===== config.mk =====
export PLATFORM = sky130hd
export DESIGN_NAME = pencoder_serial_stream
export DESIGN_NICKNAME = d
export VERILOG_FILES = /design/src/rtl/pencoder_pkg.sv /design/src/rtl/pencoder_tree.sv /design/src/rtl/pencoder_serial_stream.sv
export SDC_FILE = /design/constraint.sdc
export NUM_CORES = 1
export LEC_CHECK = 0
export ABC_AREA = 1
export CAP_MARGIN = 10
export CORE_UTILIZATION = 55
export DETAILED_ROUTE_END_ITERATION = 8
export HOLD_SLACK_MARGIN = 0.12
export MAX_ROUTING_LAYER = met4
export PLACE_DENSITY = 0.79
export SKIP_CTS_REPAIR_TIMING = 1
export SLEW_MARGIN = 5
export SYNTH_ARGS = -nofsm -noshare
export SYNTH_HDL_FRONTEND = slang
export SYNTH_SLANG_ARGS = --single-unit

===== constraint.sdc =====
create_clock -name clk -period 2.41 [get_ports clk]
set_input_delay 0.482 -clock clk [delete_from_list [all_inputs] [get_ports clk]]
set_output_delay 0.482 -clock clk [all_outputs]
set_load 0.05 [all_outputs]

===== src/rtl/pencoder_pkg.sv =====
// Shared types and helpers for the serial priority-encoder stream.
//   idx_w(width)   : index width for a given bitmask width ($clog2 wrapper)
//   penc_state_t   : stream FSM states (IDLE, EMIT)
//   PENC_MAX_WIDTH : largest supported bitmask width
package pencoder_pkg;

  localparam int unsigned PENC_MAX_WIDTH = 64;

  typedef enum logic {
    IDLE,
    EMIT
  } penc_state_t;

  function automatic int unsigned idx_w(input int unsigned width);
    return $clog2(width);
  endfunction

endpackage


===== src/rtl/pencoder_tree.sv =====
// Combinational priority encoder built by recursive halving.
// Bit WIDTH-1 has the highest priority and maps to index 0; bit i maps to
// index WIDTH-1-i.
// Ports:
//   mask   in  WIDTH  bitmask to encode
//   idx    out IDX_W  priority index of the highest-priority set bit
//   any    out 1      at least one bit of mask is set
//   onehot out WIDTH  one-hot of the selected bit (all-zero when !any)
module pencoder_tree
  import pencoder_pkg::*;
#(
  parameter int unsigned WIDTH = 16,
  localparam int unsigned IDX_W = idx_w(WIDTH)
) (
  input  logic [WIDTH-1:0] mask,
  output logic [IDX_W-1:0] idx,
  output logic             any,
  output logic [WIDTH-1:0] onehot
);

  if (WIDTH == 2) begin : g_leaf
    always_comb begin
      any    = |mask;
      idx    = ~mask[1];
      onehot = mask[1] ? 2'b10 : {1'b0, mask[0]};
    end
  end else begin : g_split
    localparam int unsigned HALF = WIDTH / 2;

    logic [IDX_W-2:0] hi_idx, lo_idx;
    logic             hi_any, lo_any;
    logic [HALF-1:0]  hi_onehot, lo_onehot;

    pencoder_tree #(.WIDTH(HALF)) u_hi (
      .mask   (mask[WIDTH-1:HALF]),
      .idx    (hi_idx),
      .any    (hi_any),
      .onehot (hi_onehot)
    );

    pencoder_tree #(.WIDTH(HALF)) u_lo (
      .mask   (mask[HALF-1:0]),
      .idx    (lo_idx),
      .any    (lo_any),
      .onehot (lo_onehot)
    );

    // Upper half wins; its indices occupy the lower half of the index range.
    always_comb begin
      any = hi_any | lo_any;
      if (hi_any) begin
        idx    = {1'b0, hi_idx};
        onehot = {hi_onehot, {HALF{1'b0}}};
      end else begin
        idx    = {1'b1, lo_idx};
        onehot = {{HALF{1'b0}}, lo_onehot};
      end
    end
  end

endmodule


===== src/rtl/pencoder_serial_stream.sv =====
// Serialising priority encoder: accepts a WIDTH-bit mask over valid/ready and
// emits the index of every set bit, highest priority (bit WIDTH-1 -> index 0)
// first, one beat per cycle. An all-zero mask yields one out_zero beat.
// Optional feature macro: PENC_POPCNT_EN adds out_cnt (set bits remaining,
// including the current beat).
// Ports:
//   clk        in   1        clock
//   reset      in   1        asynchronous active-low reset
//   in_valid   in   1        in_mask is valid
//   in_ready   out  1        mask can be accepted this cycle
//   in_mask    in   WIDTH    bitmask to serialise
//   out_valid  out  1        beat outputs are valid
//   out_ready  in   1        downstream accepts the current beat
//   out_idx    out  IDX_W    priority index of the current set bit
//   out_last   out  1        final beat of this mask
//   out_zero   out  1        mask was all-zero
//   out_cnt    out  IDX_W+1  (PENC_POPCNT_EN only) set bits remaining
module pencoder_serial_stream
  import pencoder_pkg::*;
#(
  parameter int unsigned WIDTH = 16,
  localparam int unsigned IDX_W = idx_w(WIDTH)
) (
  input  logic             clk,
  input  logic             reset,
  input  logic             in_valid,
  output logic             in_ready,
  input  logic [WIDTH-1:0] in_mask,
  output logic             out_valid,
  input  logic             out_ready,
  output logic [IDX_W-1:0] out_idx,
  output logic             out_last,
  output logic             out_zero
`ifdef PENC_POPCNT_EN
  ,
  output logic [IDX_W:0]   out_cnt
`endif
);

  penc_state_t      state, state_nx;
  logic [WIDTH-1:0] work;        // mask still to report, including the current bit
  logic [WIDTH-1:0] cur_onehot;  // bit reported by the current beat
  logic [WIDTH-1:0] nx_mask;
  logic             fire, fire_last, load, advance;

  logic [IDX_W-1:0] t_idx;
  logic             t_any;
  logic [WIDTH-1:0] t_onehot;

  // The encoder looks at the mask that will be current next cycle, so the
  // beat outputs can be registered without an extra cycle of latency.
  pencoder_tree #(.WIDTH(WIDTH)) u_tree (
    .mask   (nx_mask),
    .idx    (t_idx),
    .any    (t_any),
    .onehot (t_onehot)
  );

  assign out_valid = (state == EMIT);

  always_comb begin
    fire      = out_valid & out_ready;
    fire_last = fire & out_last;
    in_ready  = (state == IDLE) | fire_last;
    load      = in_valid & in_ready;
    advance   = load | (fire & ~out_last);
    nx_mask   = load ? in_mask : (work & ~cur_onehot);
    state_nx  = state;
    unique case (state)
      IDLE: if (load) state_nx = EMIT;
      EMIT: if (fire_last) state_nx = load ? EMIT : IDLE;
      default: state_nx = IDLE;
    endcase
  end

  always_ff @(posedge clk or negedge reset) begin
    if (!reset) state <= IDLE;
    else        state <= state_nx;
  end

  always_ff @(posedge clk or negedge reset) begin
    if (!reset) begin
      work       <= '0;
      cur_onehot <= '0;
      out_idx    <= '0;
      out_last   <= 1'b0;
      out_zero   <= 1'b0;
    end else if (advance) begin
      work       <= nx_mask;
      cur_onehot <= t_onehot;
      out_idx    <= t_any ? t_idx : '0;
      out_last   <= ((nx_mask & ~t_onehot) == '0);
      out_zero   <= ~t_any;
    end else if (fire_last) begin
      work       <= '0;
      cur_onehot <= '0;
    end
  end

`ifdef PENC_POPCNT_EN
  logic [IDX_W:0] in_pop;

  always_comb begin
    in_pop = '0;
    for (int unsigned i = 0; i < WIDTH; i++) begin
      in_pop = in_pop + (IDX_W+1)'(in_mask[i]);
    end
  end

  always_ff @(posedge clk or negedge reset) begin
    if (!reset)       out_cnt <= '0;
    else if (load)    out_cnt <= in_pop;
    else if (advance) out_cnt <= out_cnt - 1'b1;
  end
`endif

endmodule


==> impl_metrics.py <==
metrics = {
    "grt": {
        "grt_use_total_pct": 32.4,
        "grt_pass1_vias": 2232,
        "grt_pass1_wl_um": 10100,
        "antenna_found_initial": 0,
        "grt_max_degree": 40,
        "overflow": 0,
    },
    "power": {
        "switching_share_pct": 47.1,
        "power.switching_mw": 2.07,
        "seqPwrFrac_pct": 23.2,
        "irDropWorstVdd_uv": 895,
        "pwr-share-comb_pct": 63.7,
        "leakagePower_nw": 1.50,
        "clkPwrFrac_pct": 13.1,
        "internal-power_mw": 2.33,
        "p_per_area_mw_per_mm2": 1490,
    },
    "timing": {
        "setup_tns_ns": 0,
        "rsz0062_at_grt": "no",
        "timing.fmax_mhz": 452,
        "fin_crit_ns": 2.21,
        "period_share_pct": 91.7,
        "setup_viol": 0,
        "fin_worst_skew_ns": 0.00893,
        "max_slew_margin_pct": 40.7,
        "drv_slew": 0,
        "tightest_slew_ns": 0.889,
        "timing.final.ws_setup_ns": 0.199,
        "finalHoldViolCount": 0,
    },
    "worst_hold_path": {
        "hp-class": "input pin to asynchronous set/reset pin",
    },
    "clock_tree": {
        "cts_tree": "done",
        "htree_levels": 2,
        "cts.sinks": 39,
        "clockRootBuffer": "clkbuf_8",
        "cts_buffers": 5,
        "cts_buffer_depth": 2,
        "insertion_delay_ns": 0.30,
        "clkTransAtPathRegs_ns": 0.08,
    },
    "setup_path": {
        "r2r_slack_ns": 0.34,
        "required_ns": 2.61,
        "crit_fanout": 13,
        "crit_start": "out_ready",
        "arrival_ns": 2.41,
        "crit_type": "input pin to flop",
        "critical_path.endpoint_type": "flop",
        "worst_setup_path_start_kind": "input pin",
        "r2r-end": "out_idx[0]$_DFFE_PN0P_",
        "ff2ff_path_depth": 15,
        "rr_startpoint": "out_last$_DFFE_PN0P_",
        "worstSetupEndpoint": "out_idx[0]$_DFFE_PN0P_",
    },
    "logic_synthesis": {
        "yosysSeqAreaShare_pct": 43.2,
        "synth-seq-cells": 39,
        "synth_area_leaders": "dfrtp_1 43%, nand2_1 14%, nand3_1 7.5%, nor2_1 6.1%, inv_1 5.7%",
        "avgSynthCellArea_um2": 7.19,
        "synthCells": 314,
        "synth.distinct_cells": 25,
        "synthesis.area_mm2": 0.00226,
        "synth_largest_area_cell": "dfrtp_1",
        "synth_top_cell_area_share_pct": 43.2,
        "synthesis.nets": 334,
        "synth-warning-count": 0,
    },
    "route": {
        "wl_per_cell_um": 14.1,
        "wl_um": 6000,
        "drc": 0,
        "vias": 2305,
        "drtAntennaViolNets": 0,
        "routed_via_density": 5.42,
        "first_iter_violations": 209,
        "dr.pass1.iters": 4,
    },
    "floorplan": {
        "fp.coreArea_mm2": 0.00380,
        "ios": 28,
        "die_y_um": 66.1,
        "die-area_mm2": 0.00437,
        "floorplan.initialDensity_pct": 59.5,
        "fp-row-count": 22,
        "dieWidth_um": 66.1,
    },
    "cells_and_area": {
        "num-nets-final": 396,
        "area_delta_synth_final_pct": 31.1,
        "drive_above_1_share_pct": 18.8,
        "diodes": 0,
    },
    "place": {
        "io_buffers": 27,
        "hpwl_um": 4380,
        "gp_congestion": 0.992,
        "dpl_worst_slack_ns": -0.105,
    },
    "job": {
        "max_cap_violations": 0,
    },
    "run_status": {
        "status": "complete, no violations",
    },
}
[layout by cell type (no fill, tap or decap), types with 2 or more instances in the layout]
cell,count
o21ai_0,24
a21oi_1,6
inv_2,3
inv_1,34
nor2_4,3
o22ai_1,11
buf_4,38
nand3_1,34
clkdlybuf4s50_1,25
o41ai_1,2
clkbuf_8,6
nand2_2,9
nand3b_1,2
dfrtp_1,39
nor3_1,2
nand2_1,87
nor2_2,3
nor2_1,36
buf_12,2
nand2_4,2
[Yosys cell counts, drive strengths merged]
cell type	n
a21oi	6
clkbuf	4
nand2	98
nor2	43
nand3b	2
o22ai	11
o211ai	1
a32o	1
dfrtp	39
inv	37
o31ai	1
buf	8
nand3	34
nor3	2
o41ai	2
o21ai	24
o21bai	1
[worst min-delay path by stage]
stage | slack [ns] | to | depth (start not counted) | start
global placement | 0.47 | out_idx[2]$_DFFE_PN0P_ | 2 | out_idx[2]$_DFFE_PN0P_
global route | 0.37 | work[8]$_DFFE_PN0P_ | 1 | reset
finish | 0.30 | work[8]$_DFFE_PN0P_ | 1 | reset
CTS | 0.31 | work[5]$_DFFE_PN0P_ | 1 | reset
floorplan | 0.19 | cur_onehot[0]$_DFFE_PN0P_ | 0 | reset
detailed placement | 0.46 | out_idx[3]$_DFFE_PN0P_ | 2 | out_idx[3]$_DFFE_PN0P_
[worst max-delay path, stage by stage]
cell and delay, ns:
clkdlybuf4s50_1 0.49, nand2_2 0.08, nand2_4 0.07, nand2_2 0.08, buf_4 0.19, nand2_1 0.06
o21ai_0 0.11, nor2_1 0.21, nand3_1 0.11, nor2_1 0.19, nor2_2 0.08, nand2_1 0.07
nand2_1 0.06, nand2_1 0.07, nand2_1 0.05
[power by group through the flow]
stage	Combinational [mW]	Clock, mW	Sequential (mW)
finish	2.80	0.576	1.02
global route	3.08	0.603	1.05
CTS	2.77	0.579	1.02
detailed placement	2.74	0	1.03
global placement	2.68	0	1.02
floorplan	1.59	0	1.18
[sequential cells by signal (all words and copies together) (netlist names)]
signal	flops
work	16
out_idx	4
out_last	1
out_valid	1
out_zero	1
cur_onehot	16
[routing by layer]
| metal | share of wire [%] | vias up | track usage (%) |
|---|---|---|---|
| met3 | 7.7 | 15 | 6.72 |
| met5 | 0 | - | - |
| met2 | 44 | 93 | 49.4 |
| met4 | 2.5 | 0 | 15.2 |
| li1 | - | 1133 | - |
| met1 | 45 | 1064 | 41.3 |
[final cells by class]
type	instances	area (µm²)
sequential	39	976
multi-input combinational	226	1080
tap	48	60.1
clock buffer	6	82.6
timing repair buffer	67	592
clock inverter	2	35.0
inverter	37	139
fill	299	837
[per-stage QoR]
step | cell area [µm²] | util (%) | power [mW] | instances | hold slack, ns
global route | 2960 | 78.0 | 4.73 | 425 | 0.365
CTS | 2960 | 77.8 | 4.37 | 425 | 0.312
floorplan | 2260 | - | 2.76 | 314 | 0.186
finish | 2960 | 78.0 | 4.40 | 425 | 0.299
detailed placement | 2840 | 74.7 | 3.77 | 417 | 0.464
global placement | 2840 | 74.7 | 3.70 | 417 | 0.473
[cells by family (layout without fill, tap and decap cells)]
group | Yosys count | count (layout) | share of synthesized area, %
flops | 39 | 39 | 43.2
buf+inv | 49 | 112 | 9.20
compound gates | 47 | 47 | 11.9
simple gates | 179 | 179 | 35.7
Note: power is estimated with default switching activity, not from simulation.
